<file path="config.mk">
export PLATFORM = sky130hd
export DESIGN_NAME = piso_serializer
export DESIGN_NICKNAME = d
export VERILOG_FILES = /design/src/rtl/piso_pkg.sv /design/src/rtl/piso_bit_counter.sv /design/src/rtl/piso_serializer.sv
export SDC_FILE = /design/constraint.sdc
export NUM_CORES = 1
export LEC_CHECK = 0
export CELL_PAD_IN_SITES_DETAIL_PLACEMENT = 0
export CELL_PAD_IN_SITES_GLOBAL_PLACEMENT = 1
export CORE_ASPECT_RATIO = 1.1
export CORE_MARGIN = 10
export CORE_UTILIZATION = 25
export DETAILED_ROUTE_END_ITERATION = 12
export HOLD_SLACK_MARGIN = 0.1
export PLACE_DENSITY = 0.54
export SLEW_MARGIN = 15
export SYNTH_ARGS = -nofsm -noshare
export SYNTH_HDL_FRONTEND = slang
export SYNTH_SLANG_ARGS = --single-unit
</file>
<file path="constraint.sdc">
create_clock -name Clk -period 1.7 [get_ports Clk]
set_input_delay 0.255 -clock Clk [delete_from_list [all_inputs] [get_ports Clk]]
set_output_delay 0.255 -clock Clk [all_outputs]
set_load 0.01 [all_outputs]
</file>
<file path="src/rtl/piso_pkg.sv">
// piso_pkg
// Shared definitions for the parallel-in / serial-out serializer.
//   state_t    : controller state encoding (IDLE, SHIFT)
//   cnt_width  : width of the bit counter for a given word width
package piso_pkg;

  // The controller is either waiting for a word or streaming one out.
  typedef enum logic {
    IDLE  = 1'b0,
    SHIFT = 1'b1
  } state_t;

  // The bit counter must hold 0..WIDTH-1. Its width is never allowed to
  // fall below one bit.
  function automatic int cnt_width(input int w);
    int cw;
    cw = $clog2(w);
    if (cw < 1) cw = 1;
    return cw;
  endfunction

endpackage

</file>
<file path="src/rtl/piso_bit_counter.sv">
// piso_bit_counter
// Counts which bit of the current word is on the serial output.
// Ports:
//   Clk    : clock, rising edge
//   Rst_n  : asynchronous active-low reset, clears the count
//   clear  : synchronous clear to 0 (new word or end of word)
//   enable : advance by one bit
//   tc     : terminal count, high when the count equals WIDTH-1
module piso_bit_counter
  import piso_pkg::*;
#(
  parameter int WIDTH = 8
) (
  input  logic Clk,
  input  logic Rst_n,
  input  logic clear,
  input  logic enable,
  output logic tc
);

  localparam int CNT_W = cnt_width(WIDTH);
  localparam logic [CNT_W-1:0] LAST = CNT_W'(WIDTH - 1);

  logic [CNT_W-1:0] cnt;

  // Clear takes priority over enable. The last bit of a word is always
  // followed by either a reload or a return to idle, and both of those
  // restart the count at 0.
  always_ff @(posedge Clk or negedge Rst_n) begin
    if (!Rst_n) begin
      cnt <= '0;
    end else if (clear) begin
      cnt <= '0;
    end else if (enable) begin
      cnt <= cnt + 1'b1;
    end
  end

  // The terminal-count flag marks the final bit of a word.
  assign tc = (cnt == LAST);

endmodule

</file>
<file path="src/rtl/piso_serializer.sv">
// piso_serializer
// Accepts a WIDTH-bit word over a valid/ready handshake and sends it out
// one bit per Shift_en strobe. The order is MSB first or LSB first.
// Ports:
//   Clk        : clock, rising edge
//   Rst_n      : asynchronous active-low reset
//   Load_valid : Pdata holds a word to serialize
//   Pdata      : parallel word, sampled only when it is accepted
//   Load_ready : a word offered now is taken at the next edge
//   Shift_en   : bit-rate strobe
//   Dout       : current serial bit
//   Dout_valid : Dout carries a word bit
//   Dout_last  : Dout carries the final bit of a word
module piso_serializer
  import piso_pkg::*;
#(
  parameter int WIDTH     = 8,
  parameter int MSB_FIRST = 1
) (
  input  logic             Clk,
  input  logic             Rst_n,
  input  logic             Load_valid,
  input  logic [WIDTH-1:0] Pdata,
  output logic             Load_ready,
  input  logic             Shift_en,
  output logic             Dout,
  output logic             Dout_valid,
  output logic             Dout_last
);

  state_t           state;
  state_t           state_nxt;
  logic [WIDTH-1:0] sr;
  logic [WIDTH-1:0] sr_shifted;
  logic             tc;
  logic             ready_c;
  logic             accept;
  logic             shift_step;
  logic             cnt_clear;

  // State register. Reset drops any word in flight immediately.
  always_ff @(posedge Clk or negedge Rst_n) begin
    if (!Rst_n) begin
      state <= IDLE;
    end else begin
      state <= state_nxt;
    end
  end

  // Handshake and next-state logic.
  // In SHIFT, ready rises only on the strobe of the last bit. This lets
  // the next word follow with no gap bit.
  always_comb begin
    state_nxt  = state;
    ready_c    = 1'b0;
    shift_step = 1'b0;
    unique case (state)
      IDLE:  ready_c = 1'b1;
      SHIFT: begin
        ready_c    = tc & Shift_en;
        shift_step = Shift_en;
      end
      default: ;
    endcase
    accept = Load_valid & ready_c;
    if (accept) begin
      state_nxt = SHIFT;
    end else if (shift_step && tc) begin
      state_nxt = IDLE;
    end
  end

  // Move the shift register one place toward the output end, filling
  // with 0. For MSB-first the output end is bit WIDTH-1; otherwise it is
  // bit 0.
  always_comb begin
    sr_shifted = '0;
    if (MSB_FIRST != 0) begin
      sr_shifted = {sr[WIDTH-2:0], 1'b0};
    end else begin
      sr_shifted = {1'b0, sr[WIDTH-1:1]};
    end
  end

  // Shift register. After the last bit it is cleared, so Dout reads 0
  // while idle.
  always_ff @(posedge Clk or negedge Rst_n) begin
    if (!Rst_n) begin
      sr <= '0;
    end else if (accept) begin
      sr <= Pdata;
    end else if (shift_step) begin
      sr <= tc ? '0 : sr_shifted;
    end
  end

  // The counter restarts on every accepted word and at the end of a word.
  // Otherwise it advances once per strobe.
  assign cnt_clear = accept | (shift_step & tc);

  piso_bit_counter #(
    .WIDTH(WIDTH)
  ) u_bit_counter (
    .Clk   (Clk),
    .Rst_n (Rst_n),
    .clear (cnt_clear),
    .enable(shift_step),
    .tc    (tc)
  );

  assign Load_ready = ready_c;
  assign Dout       = (MSB_FIRST != 0) ? sr[WIDTH-1] : sr[0];
  assign Dout_valid = (state == SHIFT);
  assign Dout_last  = (state == SHIFT) && tc;

endmodule

</file>
## Yosys cells after proc, flatten, opt, wreduce, memory -nomap -nowiden

Index checks and enable logic that the tools add are counted.

- Multiply operators: 0
- Bitwise logic cells: 5
- Reduce and logical (&&, ||, !) cells: 5
- Div/mod/pow operators: 0
- Equality and inequality tests: 1
- Multiplexer cells: 9
- Magnitude comparators: 0
- Shift operators: 0
- Add/sub/neg operators: 1

Operator list:

| operator | number |
|---|---|
| $mux W8 | 3 |
| $mux W3 | 2 |
| $reduce_bool A2 Y1 | 3 |
| $add A3 B1 Y3 const B | 1 |
| $and A1 B1 Y1 | 3 |
| $eq A3 B3 Y1 const B | 1 |
| $mux W1 | 3 |
| $logic_and A1 B1 Y1 | 2 |
| $pmux W1 S2 | 1 |
| $not A1 Y1 | 1 |
| $or A1 B1 Y1 | 1 |

- Bits of input ports: 12
- Output and inout bits: 4
- Memories: 0
- Bits in registers: 12
- Word-level logic and storage cells: 24
- Memory bits (read-only): 0
- Memory bits (writable): 0
- Latch bits: 0

## Longest topological paths before layout

- Word-level depth: 6
- Gate-level depth with buffers: 6
- Depth with buffers taken out: 5

## Hierarchy

Synthesis repeated with hierarchy kept, for this count alone.

- Cells, all modules: 63
- Area, all modules: 666.9 µm²

By module, submodules not included:

| module | cells each | instances | area each (µm²) | seq. area each (µm²) |
|---|---|---|---|---|
| piso_serializer | 52 | 1 | 526.8 | 225.2 |
| piso_bit_counter | 11 | 1 | 140.1 | 75.1 |

## Worst setup path before layout

OpenSTA, ideal clock, no wires.

- Path type: register to output
- Start point: register u_bit_counter.cnt[0]
- End point: output Dout_last
- Buffers on the path: 2
- Required time: 1445 ps
- Cell stages (with the launch flop): 6
- Data arrival time: 1243 ps
- Slack: 202 ps
- Cell sequence: dfrtp_1 > ha_1 > ha_1 > buf_6 > buf_4 > and2_1

- Cells in the longest elaborated chain, start to end: 2

RTL lines:

| element | line | text |
|---|---|---|
| start: declaration | piso_bit_counter.sv:24 | `logic [CNT_W-1:0] cnt;` |
| start signal: assignment | piso_bit_counter.sv:35 | `cnt <= cnt + 1'b1;` |
| $eq A3 B3 Y1 | piso_bit_counter.sv:40 | `assign tc = (cnt == LAST);` |
| $logic_and A1 B1 Y1 | piso_serializer.sv:114 | `assign Dout_last = (state == SHIFT) && tc;` |
| end: declaration | piso_serializer.sv:28 | `output logic Dout_last` |

Every way passes these cells.

## Worst setup path in the final report

Ends and elaborated chain as after synthesis.

==> impl_metrics.toml <==
[setup_path]
worst_r2r_startpoint = "u_bit_counter.cnt[0]"
r2r.worst_path.cells = 6
setup.reg_to_reg.worst_slack_ps = 200
worst-endpoint-required_ps = 1440
worst_setup_end_kind = "primary output"
crit_fanout = 4
cp.arrival_ps = 1340
r2r-end = "sr[5]"
cp-start-kind = "flop"
timing.setup.critical_path_class = "flop to primary output"

[power]
cellInternalPower_uw = 817
leakage_power_total_uw = 0.000460
total_switching_power_uw = 399
pwr_density_cell_nw_per_um2 = 1200
pwr-share-seq = 0.378
power.clock.fraction = 0.192
netSwitchingFraction = 0.328
share_comb_of_total_power = 0.430
vdd_drop_max_mv = 0.469

[route]
antenna_left = 0
drc_errors = 0
detail_route.vias_per_cell = 4.89
num_vias = 646
drt_pass1_iterations = 4
drt-initial-drc-count = 29
routed_wire_length_per_instance_um = 14.1
wirelength_um = 1860

[global_route]
grt_max_degree = 19
grt_overflow = 0
antenna_found_initial = 0
vias_in_the_first_global_route = 668
groute.usage.overall = 0.0688
grt_pass1_wl_um = 3230

[synthesis]
synth_commonest_cells = "sky130_fd_sc_hd__dfrtp_1, sky130_fd_sc_hd__nand2_1, sky130_fd_sc_hd__mux2i_1, sky130_fd_sc_hd__o221ai_1, sky130_fd_sc_hd__a31oi_1"
yosys_warnings = 0
avgSynthCellArea_um2 = 9.88
seq_area_frac_synth = 0.390
synth_largest_type_area_fraction = 0.390
synth.largest_area_cell = "sky130_fd_sc_hd__dfrtp_1"
synth.lib_cells_used.distinct = 21
syn-instance-count = 78
post_synth_xor_area_fraction = 0
syn-cell-area_um2 = 771
synthMuxAreaShare = 0.123
synth-async-reset-ratio = 1.00
synth-simple-area-share = 0.177
synth.ff_latch_count = 12
synth_compound_gate_area_share = 0.196
number_of_enable_type_register_cells_in_the_synthesized_netlist = 0
synth.area.top_cells = "sky130_fd_sc_hd__dfrtp_1, sky130_fd_sc_hd__mux2i_1, sky130_fd_sc_hd__o221ai_1, sky130_fd_sc_hd__nand2_1, sky130_fd_sc_hd__a31oi_1"
main_combinational_cell_family_by_area_after_synthesis = "compound AO/OA/AOI/OAI gates"
yosys.area_share.adder = 0.0325
yosys_most_used_dff = "sky130_fd_sc_hd__dfrtp_1"
synthesis.nets = 92

[cells_and_area]
syn_to_final_growth_pct = 31.0
fin_area_um2 = 1010
fillers = 334
layout.cells.non_filler = 132
finalCoreUtilization = 0.337
final_net_count = 113
regArea_um2 = 300
antenna_cells = 0
post_route_cells_drive_above_1_share = 0.184
multi_input_area_um2 = 410

[clocking]
clk_path_buf_depth = 2
clock_latency_ps = 270
htree_num_levels = 1
post_cts_buffers = 0
cts_root_buffer_type = "sky130_fd_sc_hd__clkbuf_4"
cts_hold_buf = 0
tritoncts = "done"
clkSlewWorstSetupHoldPaths_ps = 90
cts_inserted_buffers = 3
clock_sink_count = 12

[sta]
totalNegativeSetupSlack_ps = 0
max_slew.worst_pin.slew_ps = 279
timing_max_transition_violations_final = 0
final_report_hold_violation_count = 0
rsz0062_at_grt = "no"
skew_ps = 6.74
slew_headroom = 0.813
setup_viol = 0
fmax_mhz = 626
tmin_final_ps = 1600
fin_crit_sh = 0.940

[die]
floorplan.core_area_um2 = 3000
die_area_um2 = 5710
dieHeight_um = 78.2
num_io_pins = 16
die-width_um = 72.9
start_util = 0.257
placement_rows = 21

[flow_run]
cap_viol_max_count = 0

[worst_hold_path]
hold_crit_class = "primary input to asynchronous set/reset pin"

[place]
placedInstanceArea_um2 = 981
dpl.hpwl_um = 1330
place.gp.congestion = 0.692
port_buffers = 15
place.detailed.instances = 128

[outcome]
outcome = "finished, final reports clean"
## how the worst max path moves through the flow
stage | start | end | slack, ps | cells past startpoint
5_1_grt | u_bit_counter.cnt[0] | Load_ready | 20 | 5
3_3_place_gp | u_bit_counter.cnt[0] | Dout_last | 30 | 4
6_report | u_bit_counter.cnt[0] | Dout_last | 100 | 4
4_1_cts | u_bit_counter.cnt[0] | Load_ready | 6 | 5
2_1_floorplan | u_bit_counter.cnt[0] | Dout_last | 200 | 5
3_5_place_dp | u_bit_counter.cnt[0] | Dout_last | 20 | 4
## repair_timing
| item | 4_1_cts | 5_1_grt |
|---|---|---|
| endpoints found under the setup margin | 2 | 1 |
| gates resized for setup | 8 | 1 |
| pin swaps | 0 | 0 |
| gates cloned | 0 | 0 |
| endpoints found under the hold margin | 0 | 0 |
## cells by family after synthesis
logic type      count (synthesis)
simple gates                   26
flops                          12
buf+inv                         9
mux                             9
fa+ha+maj                       2
compound gates                 20
## registers in the layout, indices dropped and copies added (netlist names)
register           flops
u_bit_counter.cnt      3
Dout_valid             1
sr                     8
## routing by layer
metal	part of all wire	vias up	global-route usage
met5	0	-	0
met4	0.0054	0	0.0285
met3	0.061	2	0.0264
met2	0.42	10	0.0972
met1	0.51	306	0.0905
li1	-	328	-
## placed cells by master (no fill, tap or decap)
cell type / n
sky130_fd_sc_hd__buf_12: 1
sky130_fd_sc_hd__mux2_4: 1
sky130_fd_sc_hd__nand4_1: 1
sky130_fd_sc_hd__a22o_1: 3
sky130_fd_sc_hd__a31oi_1: 7
sky130_fd_sc_hd__ha_2: 1
sky130_fd_sc_hd__ha_1: 1
sky130_fd_sc_hd__and2_1: 1
sky130_fd_sc_hd__nand2b_1: 1
sky130_fd_sc_hd__o21ai_0: 1
sky130_fd_sc_hd__dfrtp_1: 12
sky130_fd_sc_hd__nand3b_1: 1
sky130_fd_sc_hd__clkbuf_8: 1
sky130_fd_sc_hd__clkbuf_4: 3
sky130_fd_sc_hd__o22ai_1: 1
sky130_fd_sc_hd__o221ai_1: 8
sky130_fd_sc_hd__nand2_1: 12
sky130_fd_sc_hd__mux2i_1: 8
sky130_fd_sc_hd__buf_2: 2
sky130_fd_sc_hd__inv_1: 2
sky130_fd_sc_hd__buf_4: 7
sky130_fd_sc_hd__and2b_1: 2
sky130_fd_sc_hd__nor2b_1: 6
sky130_fd_sc_hd__nor2_2: 2
sky130_fd_sc_hd__clkdlybuf4s50_1: 13
## through the flow
| stage | hold slack, ps | total power (uW) | setup slack [ps] |
|---|---|---|---|
| floorplan | -40.6 | 815 | 202 |
| CTS | 284 | 1240 | 5.80 |
| global route | 281 | 1330 | 15.1 |
| finish | 283 | 1220 | 103 |
| global placement | 487 | 987 | 27.0 |
| detailed placement | 499 | 998 | 19.5 |
## worst max-delay path: stages, from the launching register on
cell	delay, ps
sky130_fd_sc_hd__dfrtp_1	390
sky130_fd_sc_hd__ha_1	200
sky130_fd_sc_hd__ha_2	190
sky130_fd_sc_hd__and2_1	150
sky130_fd_sc_hd__buf_2	130
## power groups by stage
stage	registers [uW]	logic, uW	clock network, uW
after floorplan	459	356	0
after global placement	458	528	0
after detailed placement	464	535	0
after CTS	460	535	243
after global routing	480	592	260
final	460	523	233
## area by class of cell
class | count | area share
Clock buffer | 4 | 0.0359
Inverter | 2 | 0.00743
Multi-Input combinational cell | 57 | 0.406
Sequential cell | 12 | 0.297
Tap cell | 34 | 0.0421
Timing Repair Buffer | 23 | 0.211
(Power assumes the default switching activity.)
